`src/rtl/cpu_sdram_bridge_pkg.sv`:
```
// cpu_sdram_bridge_pkg: shared widths, CPU-side FSM states and posted-write entry type.
package cpu_sdram_bridge_pkg;
  localparam int ADDR_W_DEF = 20;
  localparam int DATA_W_DEF = 16;
  typedef enum logic [2:0] {IDLE, WR_FULL, RD_DRAIN, RD_REQ, RD_DATA, RELEASE} state_t;
  typedef struct packed {
    logic [ADDR_W_DEF-1:0] addr;
    logic [DATA_W_DEF-1:0] data;
  } wr_entry_t;
endpackage

```
`src/rtl/post_wr_fifo.sv`:
```
// post_wr_fifo: posted-write FIFO; o_head_nxt is the entry that will be at the head after this edge.
module post_wr_fifo #(
  parameter int DEPTH = 4,
  parameter int W = 36,
  localparam int PW = $clog2(DEPTH),
  localparam int LW = PW + 1
) (
  input  logic          CLK,
  input  logic          RSTn,
  input  logic          i_push,
  input  logic          i_pop,
  input  logic [W-1:0]  i_din,
  output logic [W-1:0]  o_head_nxt,
  output logic          o_full,
  output logic          o_empty,
  output logic [LW-1:0] o_level,
  output logic [LW-1:0] o_level_nxt
);
  logic [W-1:0] r_mem [DEPTH];
  logic [PW-1:0] r_wr, r_rd;
  logic [LW-1:0] r_level;
  logic w_push, w_pop;
  logic [PW-1:0] w_rd_nxt;
  assign o_level = r_level;
  assign o_full = r_level == LW'(DEPTH);
  assign o_empty = r_level == '0;
  assign w_push = i_push & ~o_full;
  assign w_pop = i_pop & ~o_empty;
  assign w_rd_nxt = r_rd + PW'(w_pop);
  assign o_level_nxt = r_level + LW'(w_push) - LW'(w_pop);
  // When the pop empties the array, only a same-edge push can become the head
  assign o_head_nxt = (r_level == LW'(w_pop)) ? i_din : r_mem[w_rd_nxt];
  always_ff @(posedge CLK) begin
    if (!RSTn) begin
      r_wr <= '0;
      r_rd <= '0;
      r_level <= '0;
    end else begin
      if (w_push) r_mem[r_wr] <= i_din;
      r_wr <= r_wr + PW'(w_push);
      r_rd <= w_rd_nxt;
      r_level <= o_level_nxt;
    end
  end
endmodule

```
`src/rtl/cpu_sdram_bridge.sv`:
```
// cpu_sdram_bridge: CPU strobe-bus slave posting writes to a FIFO and issuing ordered reads to SDRAM.
module cpu_sdram_bridge import cpu_sdram_bridge_pkg::*; #(
  parameter int ADDR_W = ADDR_W_DEF,
  parameter int DATA_W = DATA_W_DEF,
  parameter int FIFO_DEPTH = 4,
  localparam int LW = $clog2(FIFO_DEPTH) + 1
) (
  input  logic              CLK,
  input  logic              RSTn,
  input  logic [ADDR_W-1:0] CPU_ADDRESS,
  input  logic [DATA_W-1:0] CPU_WDATA,
  output logic [DATA_W-1:0] CPU_RDATA,
  input  logic              CPU_READn,
  input  logic              CPU_WRn,
  output logic              CPU_WAITn,
  output logic              MEM_REQ,
  output logic              MEM_WE,
  output logic [ADDR_W-1:0] MEM_ADDR,
  output logic [DATA_W-1:0] MEM_WDATA,
  input  logic              MEM_ACK,
  input  logic              MEM_RVALID,
  input  logic [DATA_W-1:0] MEM_RDATA,
  output logic [LW-1:0]     FIFO_LEVEL
);
  state_t r_st, w_st_nxt;
  logic [DATA_W-1:0] r_rdata, r_mem_wdata;
  logic [ADDR_W-1:0] r_addr, r_mem_addr;
  logic r_waitn, r_mem_req, r_mem_we;
  logic w_push, w_pop, w_rd_done, w_full, w_empty, w_wr_req, w_rd_req;
  logic [LW-1:0] w_lvl_nxt;
  logic [ADDR_W+DATA_W-1:0] w_head_nxt;
  assign CPU_RDATA = r_rdata;
  assign CPU_WAITn = r_waitn;
  assign MEM_REQ = r_mem_req;
  assign MEM_WE = r_mem_we;
  assign MEM_ADDR = r_mem_addr;
  assign MEM_WDATA = r_mem_wdata;
  assign w_pop = r_mem_req & r_mem_we & MEM_ACK;
  assign w_rd_req = w_st_nxt == RD_REQ;
  assign w_wr_req = (w_lvl_nxt != '0) && (w_st_nxt != RD_REQ) && (w_st_nxt != RD_DATA);
  post_wr_fifo #(.DEPTH(FIFO_DEPTH), .W(ADDR_W + DATA_W)) u_fifo (
    .CLK(CLK), .RSTn(RSTn), .i_push(w_push), .i_pop(w_pop),
    .i_din({CPU_ADDRESS, CPU_WDATA}), .o_head_nxt(w_head_nxt),
    .o_full(w_full), .o_empty(w_empty), .o_level(FIFO_LEVEL), .o_level_nxt(w_lvl_nxt)
  );
  always_comb begin
    w_st_nxt = r_st;
    w_push = 1'b0;
    w_rd_done = 1'b0;
    case (r_st)
      IDLE:
        if (!CPU_WRn) begin
          w_push = !w_full;
          w_st_nxt = w_full ? WR_FULL : RELEASE;
        end else if (!CPU_READn) w_st_nxt = RD_DRAIN;
      WR_FULL: begin
        w_push = !w_full;
        w_st_nxt = w_full ? WR_FULL : RELEASE;
      end
      // A read may only go out once every posted write has been accepted
      RD_DRAIN: w_st_nxt = (w_empty && !r_mem_req) ? RD_REQ : RD_DRAIN;
      RD_REQ: w_st_nxt = (MEM_ACK && r_mem_req) ? RD_DATA : RD_REQ;
      RD_DATA: begin
        w_rd_done = MEM_RVALID;
        w_st_nxt = MEM_RVALID ? RELEASE : RD_DATA;
      end
      RELEASE: w_st_nxt = (CPU_READn && CPU_WRn) ? IDLE : RELEASE;
      default: w_st_nxt = IDLE;
    endcase
  end
  always_ff @(posedge CLK) begin
    if (!RSTn) begin
      r_st <= IDLE;
      r_waitn <= 1'b0;
      r_rdata <= '0;
      r_addr <= '0;
      r_mem_req <= 1'b0;
      r_mem_we <= 1'b0;
      r_mem_addr <= '0;
      r_mem_wdata <= '0;
    end else begin
      r_st <= w_st_nxt;
      r_waitn <= w_push | w_rd_done;
      if (w_rd_done) r_rdata <= MEM_RDATA;
      if (r_st == IDLE && w_st_nxt == RD_DRAIN) r_addr <= CPU_ADDRESS;
      r_mem_req <= w_wr_req | w_rd_req;
      if (w_wr_req) begin
        r_mem_we <= 1'b1;
        r_mem_addr <= w_head_nxt[ADDR_W+DATA_W-1:DATA_W];
        r_mem_wdata <= w_head_nxt[DATA_W-1:0];
      end else if (w_rd_req) begin
        r_mem_we <= 1'b0;
        r_mem_addr <= r_addr;
      end
    end
  end
endmodule
```
`config.mk`:
```
export PLATFORM = sky130hd
export DESIGN_NAME = cpu_sdram_bridge
export DESIGN_NICKNAME = d
export VERILOG_FILES = /design/src/rtl/cpu_sdram_bridge_pkg.sv /design/src/rtl/post_wr_fifo.sv /design/src/rtl/cpu_sdram_bridge.sv
export SDC_FILE = /design/constraint.sdc
export NUM_CORES = 1
export LEC_CHECK = 0
export CORE_MARGIN = 5
export CORE_UTILIZATION = 45
export DETAILED_ROUTE_END_ITERATION = 6
export GPL_ROUTABILITY_DRIVEN = 0
export PLACE_DENSITY = 0.67
export SYNTH_ARGS = -nofsm -noshare
export SYNTH_HDL_FRONTEND = slang
export SYNTH_HIERARCHICAL = 1
export SYNTH_SLANG_ARGS = --single-unit
export TNS_END_PERCENT = 5
```
`constraint.sdc`:
```
create_clock -name CLK -period 11.4 [get_ports CLK]
set_input_delay 2.85 -clock CLK [delete_from_list [all_inputs] [get_ports CLK]]
set_output_delay 2.85 -clock CLK [all_outputs]
set_load 0.02 [all_outputs]
```
==> impl_metrics.json, run 1 <==
{
  "setup_tns_ns": 0,
  "vias_per_cell": 5.26,
  "cts_hold_buffers": 0,
  "synth_nets": 688,
  "layout_common_cells": "144 x edfxtp_1, 124 x nand2_1, 115 x clkdlybuf4s50_1",
  "ys_seq_elements": 229,
  "dieArea_mm2": 0.0234,
  "synth-edff-count": 144,
  "yosysWarningCount": 6,
  "ir_drop_uv": 179,
  "rsz0062_at_grt": "no",
  "fillers": 1628,
  "synth_ff_type": "edfxtp_1",
  "clockRootBuffer": "clkbuf_16",
  "first_iter_violations": 346,
  "yosys.area.top_type": "edfxtp_1",
  "grt_overflow_total": 0,
  "cp-start-kind": "input pin",
  "final_util": 0.560,
  "clock_power_share": 0.278,
  "post_cts_buffers": 0,
  "final_nets": 805,
  "grt_max_degree": 46,
  "syn-instance-count": 625,
  "cts_sinks": 229,
  "slew_headroom": 0.235,
  "cts.clk_slew.worst_paths_ns": 0.06,
  "clock.fmax_mhz": 157,
  "hpwl_mm": 12.3,
  "grt_pass1_wl_mm": 31.2,
  "worst-path-max-fanout": 22,
  "die_y_um": 153,
  "clk_path_buf_depth": 3,
  "hold_viol_final": 0,
  "period_share": 0.560,
  "numPortBuffers": 115,
  "antenna_found_initial": 0,
  "dr.pass1.iters": 5,
  "fin_skew_ns": 0.0142,
  "leakagePower_nw": 3.86,
  "comb_power_share": 0.327,
  "post_synth.cell_area_avg_um2": 14.7,
  "synth-seq-area-share": 0.656,
  "num_rows": 52,
  "die_w_um": 153,
  "setup_viol": 0,
  "ctsResizeCount": 0,
  "cp.required_ns": 11.74,
  "crit_path_start": "MEM_ACK",
  "htree_levels": 1,
  "final_antenna_net_count": 0,
  "p_seq_frac": 0.395,
  "slew_violations": 0,
  "p_sw_frac": 0.304,
  "crit_type": "in -> reg",
  "num_vias": 5404,
  "drv_cap": 0,
  "routed_wl_mm": 19.9,
  "min_from": "r_addr[14]",
  "cts_buffers": 23,
  "hp-class": "reg -> reg",
  "cp-end-kind": "flop",
  "start_util": 0.456,
  "powerDensity_mw_per_mm2": 237,
  "cts_tree": "done",
  "p_total_w": 0.00267,
  "core_mm2": 0.0202,
  "ios": 116,
  "grt_usage": 0.165,
  "mostFrequentLayoutCell": "edfxtp_1",
  "diodes": 0,
  "drive_gt1_frac": 0.165,
  "synth_top_area_frac": 0.471,
  "ys_top_cells_by_area": "edfxtp_1 47%, dfxtp_1 19%, mux4_2 7.1%, nand2_1 5.1%, mux2_2 4.3%",
  "drc": 0,
  "synthArstFlopShare": 0,
  "wire_per_inst_um": 19.3,
  "area_growth_pct": 22.9,
  "tightest_slew_ns": 1.15,
  "cp_data_arrival_time_ns": 6.73,
  "p_sw_w": 0.000813,
  "grt_pass1_vias": 5734,
  "min_period_ns": 6.39,
  "rr_startpoint": "u_fifo/o_level[2]",
  "yosysUniqueCellTypes": 45,
  "outcome": "finished, final reports clean",
  "netlist_area_mm2": 0.00919,
  "worstSkewPairLatency_ns": 0.49,
  "intPower_w": 0.00186
}
-- cell type report --
class                      count  area [µm²]  share of cell area
sequential                   229        6030               0.534
multi-input combinational    352        2900               0.257
inverter                      10        37.5             0.00332
tap                          270         338              0.0299
clock buffer                  29         639              0.0566
timing repair buffer         126        1230               0.109
clock inverter                12         116              0.0103
-- kinds of logic (layout without fill, tap and decap cells) --
logic type,after synthesis,count (layout),synth area share
AND/OR/NAND/NOR,169,169,0.0844
buffers and inverters,44,177,0.0317
flip-flops,229,229,0.656
multiplexers,108,108,0.175
AO/OA/AOI/OAI,66,66,0.0398
adder cells (fa/ha/maj),5,5,0.00763
XOR/XNOR,4,4,0.00586
-- critical path: stages --
cell	delay, ns
clkdlybuf4s50_1	0.43
and3_1	0.17
nor2b_1	0.14
ha_1	0.30
inv_1	0.08
ha_1	0.21
fa_1	0.40
xnor2_1	0.22
xnor2_1	0.11
or3_4	0.36
o41a_1	0.15
a22oi_4	0.91
mux2i_1	0.31
o21ai_1	0.09
-- path summary, 6_finish.rpt --
check / end / slack [ns] / cells after the start
hold / removal: MEM_ADDR[14] / 0.45 / 2
setup / recovery: MEM_ADDR[10] / 5.01 / 14
setup reg to reg: MEM_ADDR[10] / 7.09 / 13
hold reg to reg: MEM_ADDR[14] / 0.45 / 2
-- power by group through the flow --
| stage | registers, W | clock network [W] | logic, W |
|---|---|---|---|
| 2_1_floorplan | 0.00112 | 0 | 0.000617 |
| 3_3_place_gp | 0.00107 | 0 | 0.000857 |
| 4_1_cts | 0.00106 | 0.000759 | 0.000886 |
| 5_1_grt | 0.00107 | 0.000798 | 0.000938 |
| 6_report | 0.00106 | 0.000742 | 0.000875 |
| 3_5_place_dp | 0.00107 | 0 | 0.000884 |
-- cells in the mapped netlist (4+ instances only) --
cell,n
o21ai_1,19
nand2_1,124
buf_8,4
nor2_1,8
mux2_2,35
mux4_1,7
mux2i_1,36
mux4_2,29
ha_1,4
clkbuf_1,19
dfxtp_1,85
edfxtp_1,144
and2_1,9
and3_1,5
inv_1,10
nand3_1,4
a21oi_1,40
buf_6,6
-- flip-flops by register name (all words and copies together) (netlist names) --
| signal | cells |
|---|---|
| u_fifo/r_mem | 144 |
| MEM_ADDR | 20 |
| r_addr | 20 |
| CPU_RDATA | 16 |
| MEM_WDATA | 16 |
| r_st | 3 |
| u_fifo/o_level | 3 |
| u_fifo/r_rd | 2 |
| u_fifo/r_wr | 2 |
| CPU_WAITn | 1 |
| MEM_REQ | 1 |
| MEM_WE | 1 |
-- metrics by stage --
step / cells / hold WS (ns) / setup slack (ns) / instance area, µm²
finish: 1028 / 0.454 / 5.01 / 11300
global route: 1028 / 0.470 / 4.69 / 11300
CTS: 1028 / 0.457 / 5.01 / 11300
detailed placement: 987 / 0.442 / 4.49 / 10500
global placement: 987 / 0.434 / 4.68 / 10500
floorplan: 625 / 0.425 / 4.98 / 9190
-- layer usage --
layer | vias up | share of wire | wire (µm) | track usage
li1 | 2539 | - | - | -
met1 | 2680 | 0.43 | 8640 | 0.217
met5 | - | 0 | 0 | 0
met3 | 26 | 0.059 | 1180 | 0.0370
met2 | 159 | 0.49 | 9710 | 0.278
met4 | 0 | 0.017 | 344 | 0.0429
(Power assumes the default switching activity.)
==> run 2: changes to the inputs <==
- PLACE_DENSITY: 0.67 -> 0.7
- clock period: 11.4 -> 5.14 ns (I/O delays scaled with it)
==> run 2 against run 1 <==
  * Clock skew grew 0.0039 ns
  * Global-route usage increased by 0.30 points
  * Clock power up 130%
  * Non-clock buffer count unchanged
  * Utilization up 0.33 points
  * Register-to-register slack got worse by 5.8 ns
  * Design area is 0.59% higher
  * Wire length is 0.60% lower
  * Largest power group unchanged
==> impl_metrics.json, run 2 (synthesized netlist as in run 1, its figures left out) <==
{
  "grt_overflow_total": 0,
  "p_seq_frac": 0.389,
  "fin_skew_ns": 0.0180,
  "cts_tree": "done",
  "cts_sinks": 229,
  "die_w_um": 153,
  "period_share": 0.835,
  "dieArea_mm2": 0.0234,
  "grt_pass1_wl_mm": 31.8,
  "setup_tns_ns": 0,
  "r2r_setup_slack_ns": 1.32,
  "routed_wl_mm": 19.8,
  "num_vias": 5472,
  "mostFrequentLayoutCell": "edfxtp_1",
  "grt_pass1_vias": 5936,
  "crit_type": "in -> reg",
  "largest_reg_flops": 144,
  "powerDensity_mw_per_mm2": 530,
  "final_antenna_net_count": 0,
  "ir_drop_uv": 338,
  "p_sw_w": 0.00181,
  "cts_hold_buffers": 0,
  "antenna_found_initial": 1,
  "core_mm2": 0.0202,
  "multi_input_area_mm2": 0.00290,
  "start_util": 0.456,
  "drive_gt1_frac": 0.166,
  "final_nets": 806,
  "clk_path_buf_depth": 3,
  "post_cts_buffers": 0,
  "cts.clk_slew.worst_paths_ns": 0.06,
  "hold_viol_final": 0,
  "comb_power_share": 0.330,
  "outcome": "finished, final reports clean",
  "grt_max_degree": 41,
  "worst-path-max-fanout": 22,
  "wire_per_inst_um": 19.1,
  "min_from": "r_addr[3]",
  "slew_violations": 0,
  "min_period_ns": 4.29,
  "die_y_um": 153,
  "dr.pass1.iters": 4,
  "leakagePower_nw": 3.89,
  "rsz0062_at_grt": "no",
  "slew_headroom": 0.302,
  "rr_startpoint": "u_fifo/o_level[2]",
  "drc": 0,
  "cp-start-kind": "input pin",
  "cp-end-kind": "flop",
  "clock_power_share": 0.282,
  "num_rows": 52,
  "area_growth_pct": 23.6,
  "fillers": 1635,
  "intPower_w": 0.00421,
  "layout_common_cells": "144 x edfxtp_1, 124 x nand2_1, 115 x clkdlybuf4s50_1",
  "numPortBuffers": 115,
  "clock.fmax_mhz": 233,
  "hp-class": "reg -> reg",
  "vias_per_cell": 5.30,
  "hpwl_mm": 12.0,
  "p_sw_frac": 0.301,
  "top_register": "u_fifo/r_mem",
  "cp_data_arrival_time_ns": 4.70,
  "placedInstanceArea_mm2": 0.0106,
  "final_area_mm2": 0.0114,
  "worstSkewPairLatency_ns": 0.51,
  "ctsResizeCount": 0,
  "cts_buffers": 24,
  "seqCellArea_mm2": 0.00603,
  "htree_levels": 1,
  "first_iter_violations": 336,
  "tightest_slew_ns": 1.04,
  "drv_cap": 0,
  "crit_path_start": "MEM_ACK",
  "cp.required_ns": 5.55,
  "ios": 116,
  "setup_viol": 0,
  "clockRootBuffer": "clkbuf_16",
  "grt_usage": 0.168
}
run 2: worst paths after layout:
path | to | cells after the start
setup reg to reg | MEM_WDATA[13] | 15
setup / recovery | MEM_WDATA[13] | 15
hold / removal | MEM_ADDR[3] | 2
hold reg to reg | MEM_ADDR[3] | 2
run 2: power by group through the flow:
stage | clock [W] | sequential (W) | combinational (W)
after floorplan | 0 | 0.00248 | 0.00137
after global placement | 0 | 0.00236 | 0.00196
after detailed placement | 0 | 0.00238 | 0.00201
after CTS | 0.00174 | 0.00234 | 0.00202
after global routing | 0.00182 | 0.00236 | 0.00213
final | 0.00169 | 0.00234 | 0.00198
run 2: stage by stage:
step | power (W) | instances | setup slack (ns) | util | hold slack, ns
6_report | 0.00602 | 1032 | 0.849 | 0.563 | 0.442
3_3_place_gp | 0.00432 | 987 | 0.518 | 0.524 | 0.433
3_5_place_dp | 0.00438 | 987 | 0.355 | 0.524 | 0.440
4_1_cts | 0.00609 | 1031 | 0.850 | 0.563 | 0.439
2_1_floorplan | 0.00385 | 625 | 0.285 | - | 0.425
5_1_grt | 0.00632 | 1032 | 0.633 | 0.563 | 0.477
run 2: cell type report:
class | count | share of cell area
clock inverters | 7 | 0.00562
well taps | 270 | 0.0297
flip-flops and latches | 229 | 0.531
inverters | 10 | 0.00331
diodes | 1 | 0.000220
clock buffers | 37 | 0.0643
repair buffers | 126 | 0.111
multi-input cells | 352 | 0.255
run 2: routing by layer:
metal	up-vias	routed length (µm)	global-route usage
li1	2532	-	-
met1	2736	8200	0.216
met2	170	9710	0.285
met3	34	1360	0.0390
met4	0	480	0.0488
met5	-	0	0
run 2: critical path, cell delays in order:
cell,delay (ns)
clkdlybuf4s50_1,0.44
and3_1,0.17
nor2b_1,0.15
ha_1,0.28
inv_1,0.07
ha_1,0.20
fa_1,0.41
xnor2_1,0.21
xnor2_1,0.19
or3_4,0.19
o41a_1,0.19
a22oi_4,0.07
buf_12,0.19
nor2_8,0.35
mux2i_1,0.26
==> run 3: changes to the inputs <==
- PLACE_DENSITY: 0.7 -> 0.67
- clock period: 5.14 -> 4.4 ns (I/O delays scaled with it)
==> run 3 against run 2 <==
  * Wire length is 0.94% lower
  * Sequential cell count is the same
  * Power increased by 16%
  * Critical path depth is the same
  * Via count fell by 1.3%
  * Count of clock-buffer cells in the layout shrank 1
  * Cell count up 0.68%
  * Combinational power increased by 20%
  * Non-clock buffer count is 10 higher
==> impl_metrics.json, run 3 (synthesized netlist as in run 1, its figures left out) <==
{
  "grt_max_degree": 46,
  "layout.cells.non_filler": 1039,
  "drc": 0,
  "r2r_cells": 14,
  "crit_end": "MEM_ADDR[11]",
  "setup_viol": 0,
  "start_util": 0.456,
  "ctsResizeCount": 0,
  "cts_sinks": 229,
  "tightest_slew_ns": 0.929,
  "dr.pass1.iters": 4,
  "num_vias": 5403,
  "hpwl_mm": 12.3,
  "worst_slack_ns": 0.406,
  "top_register": "u_fifo/r_mem",
  "cts.clk_slew.worst_paths_ns": 0.06,
  "die_y_um": 153,
  "vias_per_cell": 5.20,
  "dieArea_mm2": 0.0234,
  "r2r_setup_slack_ns": 0.72,
  "powerDensity_mw_per_mm2": 611,
  "cp.required_ns": 4.77,
  "core_mm2": 0.0202,
  "grt_overflow_total": 0,
  "leakagePower_nw": 3.92,
  "r2r-end": "MEM_ADDR[11]",
  "ios": 116,
  "largest_reg_flops": 144,
  "grt_usage": 0.165,
  "cts_tree": "done",
  "fin_skew_ns": 0.0108,
  "wire_per_inst_um": 18.8,
  "outcome": "finished, final reports clean",
  "final_area_mm2": 0.0114,
  "layout_common_cells": "144 x edfxtp_1, 124 x nand2_1, 115 x clkdlybuf4s50_1",
  "ir_drop_uv": 467,
  "slew_violations": 0,
  "dp_cells": 997,
  "hold_viol_final": 0,
  "cp-end-kind": "flop",
  "placedInstanceArea_mm2": 0.0107,
  "routed_wl_mm": 19.6,
  "cp-start-kind": "input pin",
  "post_cts_buffers": 0,
  "clock.fmax_mhz": 250,
  "num_rows": 52,
  "drive_gt1_frac": 0.172,
  "rr_startpoint": "u_fifo/o_level[2]",
  "drv_cap": 0,
  "final_nets": 815,
  "p_total_w": 0.00698,
  "numPortBuffers": 115,
  "min_period_ns": 3.99,
  "antenna_found_initial": 0,
  "mostFrequentLayoutCell": "edfxtp_1",
  "worst-path-max-fanout": 22,
  "clockRootBuffer": "clkbuf_16",
  "diodes": 0,
  "htree_levels": 1,
  "grt_pass1_vias": 5809,
  "worstSkewPairLatency_ns": 0.50,
  "cts_buffers": 23,
  "cp_data_arrival_time_ns": 4.36,
  "slew_headroom": 0.381,
  "crit_path_start": "MEM_ACK",
  "rsz0062_at_grt": "no",
  "hp-class": "reg -> reg",
  "grt_pass1_wl_mm": 31.2,
  "area_growth_pct": 24.2,
  "first_iter_violations": 334,
  "cts_hold_buffers": 0,
  "period_share": 0.908,
  "die_w_um": 153,
  "clk_path_buf_depth": 3,
  "final_antenna_net_count": 0,
  "final_util": 0.566,
  "crit_type": "in -> reg",
  "place_ws_ns": -0.0990
}
-- run 3: cell types whose count changed in the layout (fill, tap and decap cells not counted), sizes merged --
cell | previous run | this run
buf | 11 | 21
clkbuf | 37 | 36
clkinvlp | 1 | 0
diode | 1 | 0
-- run 3: worst max-delay path: stages --
cell and delay, ns:
clkdlybuf4s50_1 0.42, and3_1 0.16, nor2b_1 0.13, ha_1 0.28, inv_1 0.06, ha_1 0.20
fa_1 0.41, xnor2_1 0.15, xnor2_1 0.15, or3_4 0.37, o41a_1 0.16, a22oi_4 0.19
buf_12 0.24, mux2i_1 0.23, o21ai_1 0.09
-- run 3: metrics by stage --
step / hold WS (ns) / setup TNS (ns)
floorplan: 0.425 / -19.42
global placement: 0.431 / 0
detailed placement: 0.444 / -1.82
CTS: 0.451 / 0
global route: 0.466 / 0
finish: 0.451 / 0
-- run 3: how the worst min path moves through the flow --
stage | from | endpoint | cells after the start
floorplan | r_addr[19] | MEM_ADDR[19] | 2
global placement | r_addr[19] | MEM_ADDR[19] | 2
detailed placement | r_addr[16] | MEM_ADDR[16] | 2
CTS | r_addr[5] | MEM_ADDR[5] | 2
global route | r_addr[14] | MEM_ADDR[14] | 2
finish | r_addr[14] | MEM_ADDR[14] | 2
-- run 3: report_power, final --
part           leakage, nW  internal, W  switching, W
clock                0.364      0.00113      0.000746
sequential            2.00      0.00258      0.000146
combinational         1.56      0.00117       0.00121
total                 3.92      0.00488       0.00210
-- run 3: layout make-up --
cell class	count	area, µm²
Clock buffer	36	686
Clock inverter	6	56.3
Fill cell	1625	8760
Inverter	10	37.5
Multi-Input combinational cell	352	2900
Sequential cell	229	6030
Tap cell	270	338
Timing Repair Buffer	136	1370
-- run 3: metal layers --
layer | GRT usage | vias up | wire (µm) | part of all wire
li1 | - | 2565 | - | -
met3 | 0.0407 | 14 | 1220 | 0.063
met4 | 0.0339 | 0 | 167 | 0.0085
met2 | 0.286 | 137 | 9760 | 0.50
met5 | 0 | - | 0 | 0
met1 | 0.212 | 2687 | 8420 | 0.43
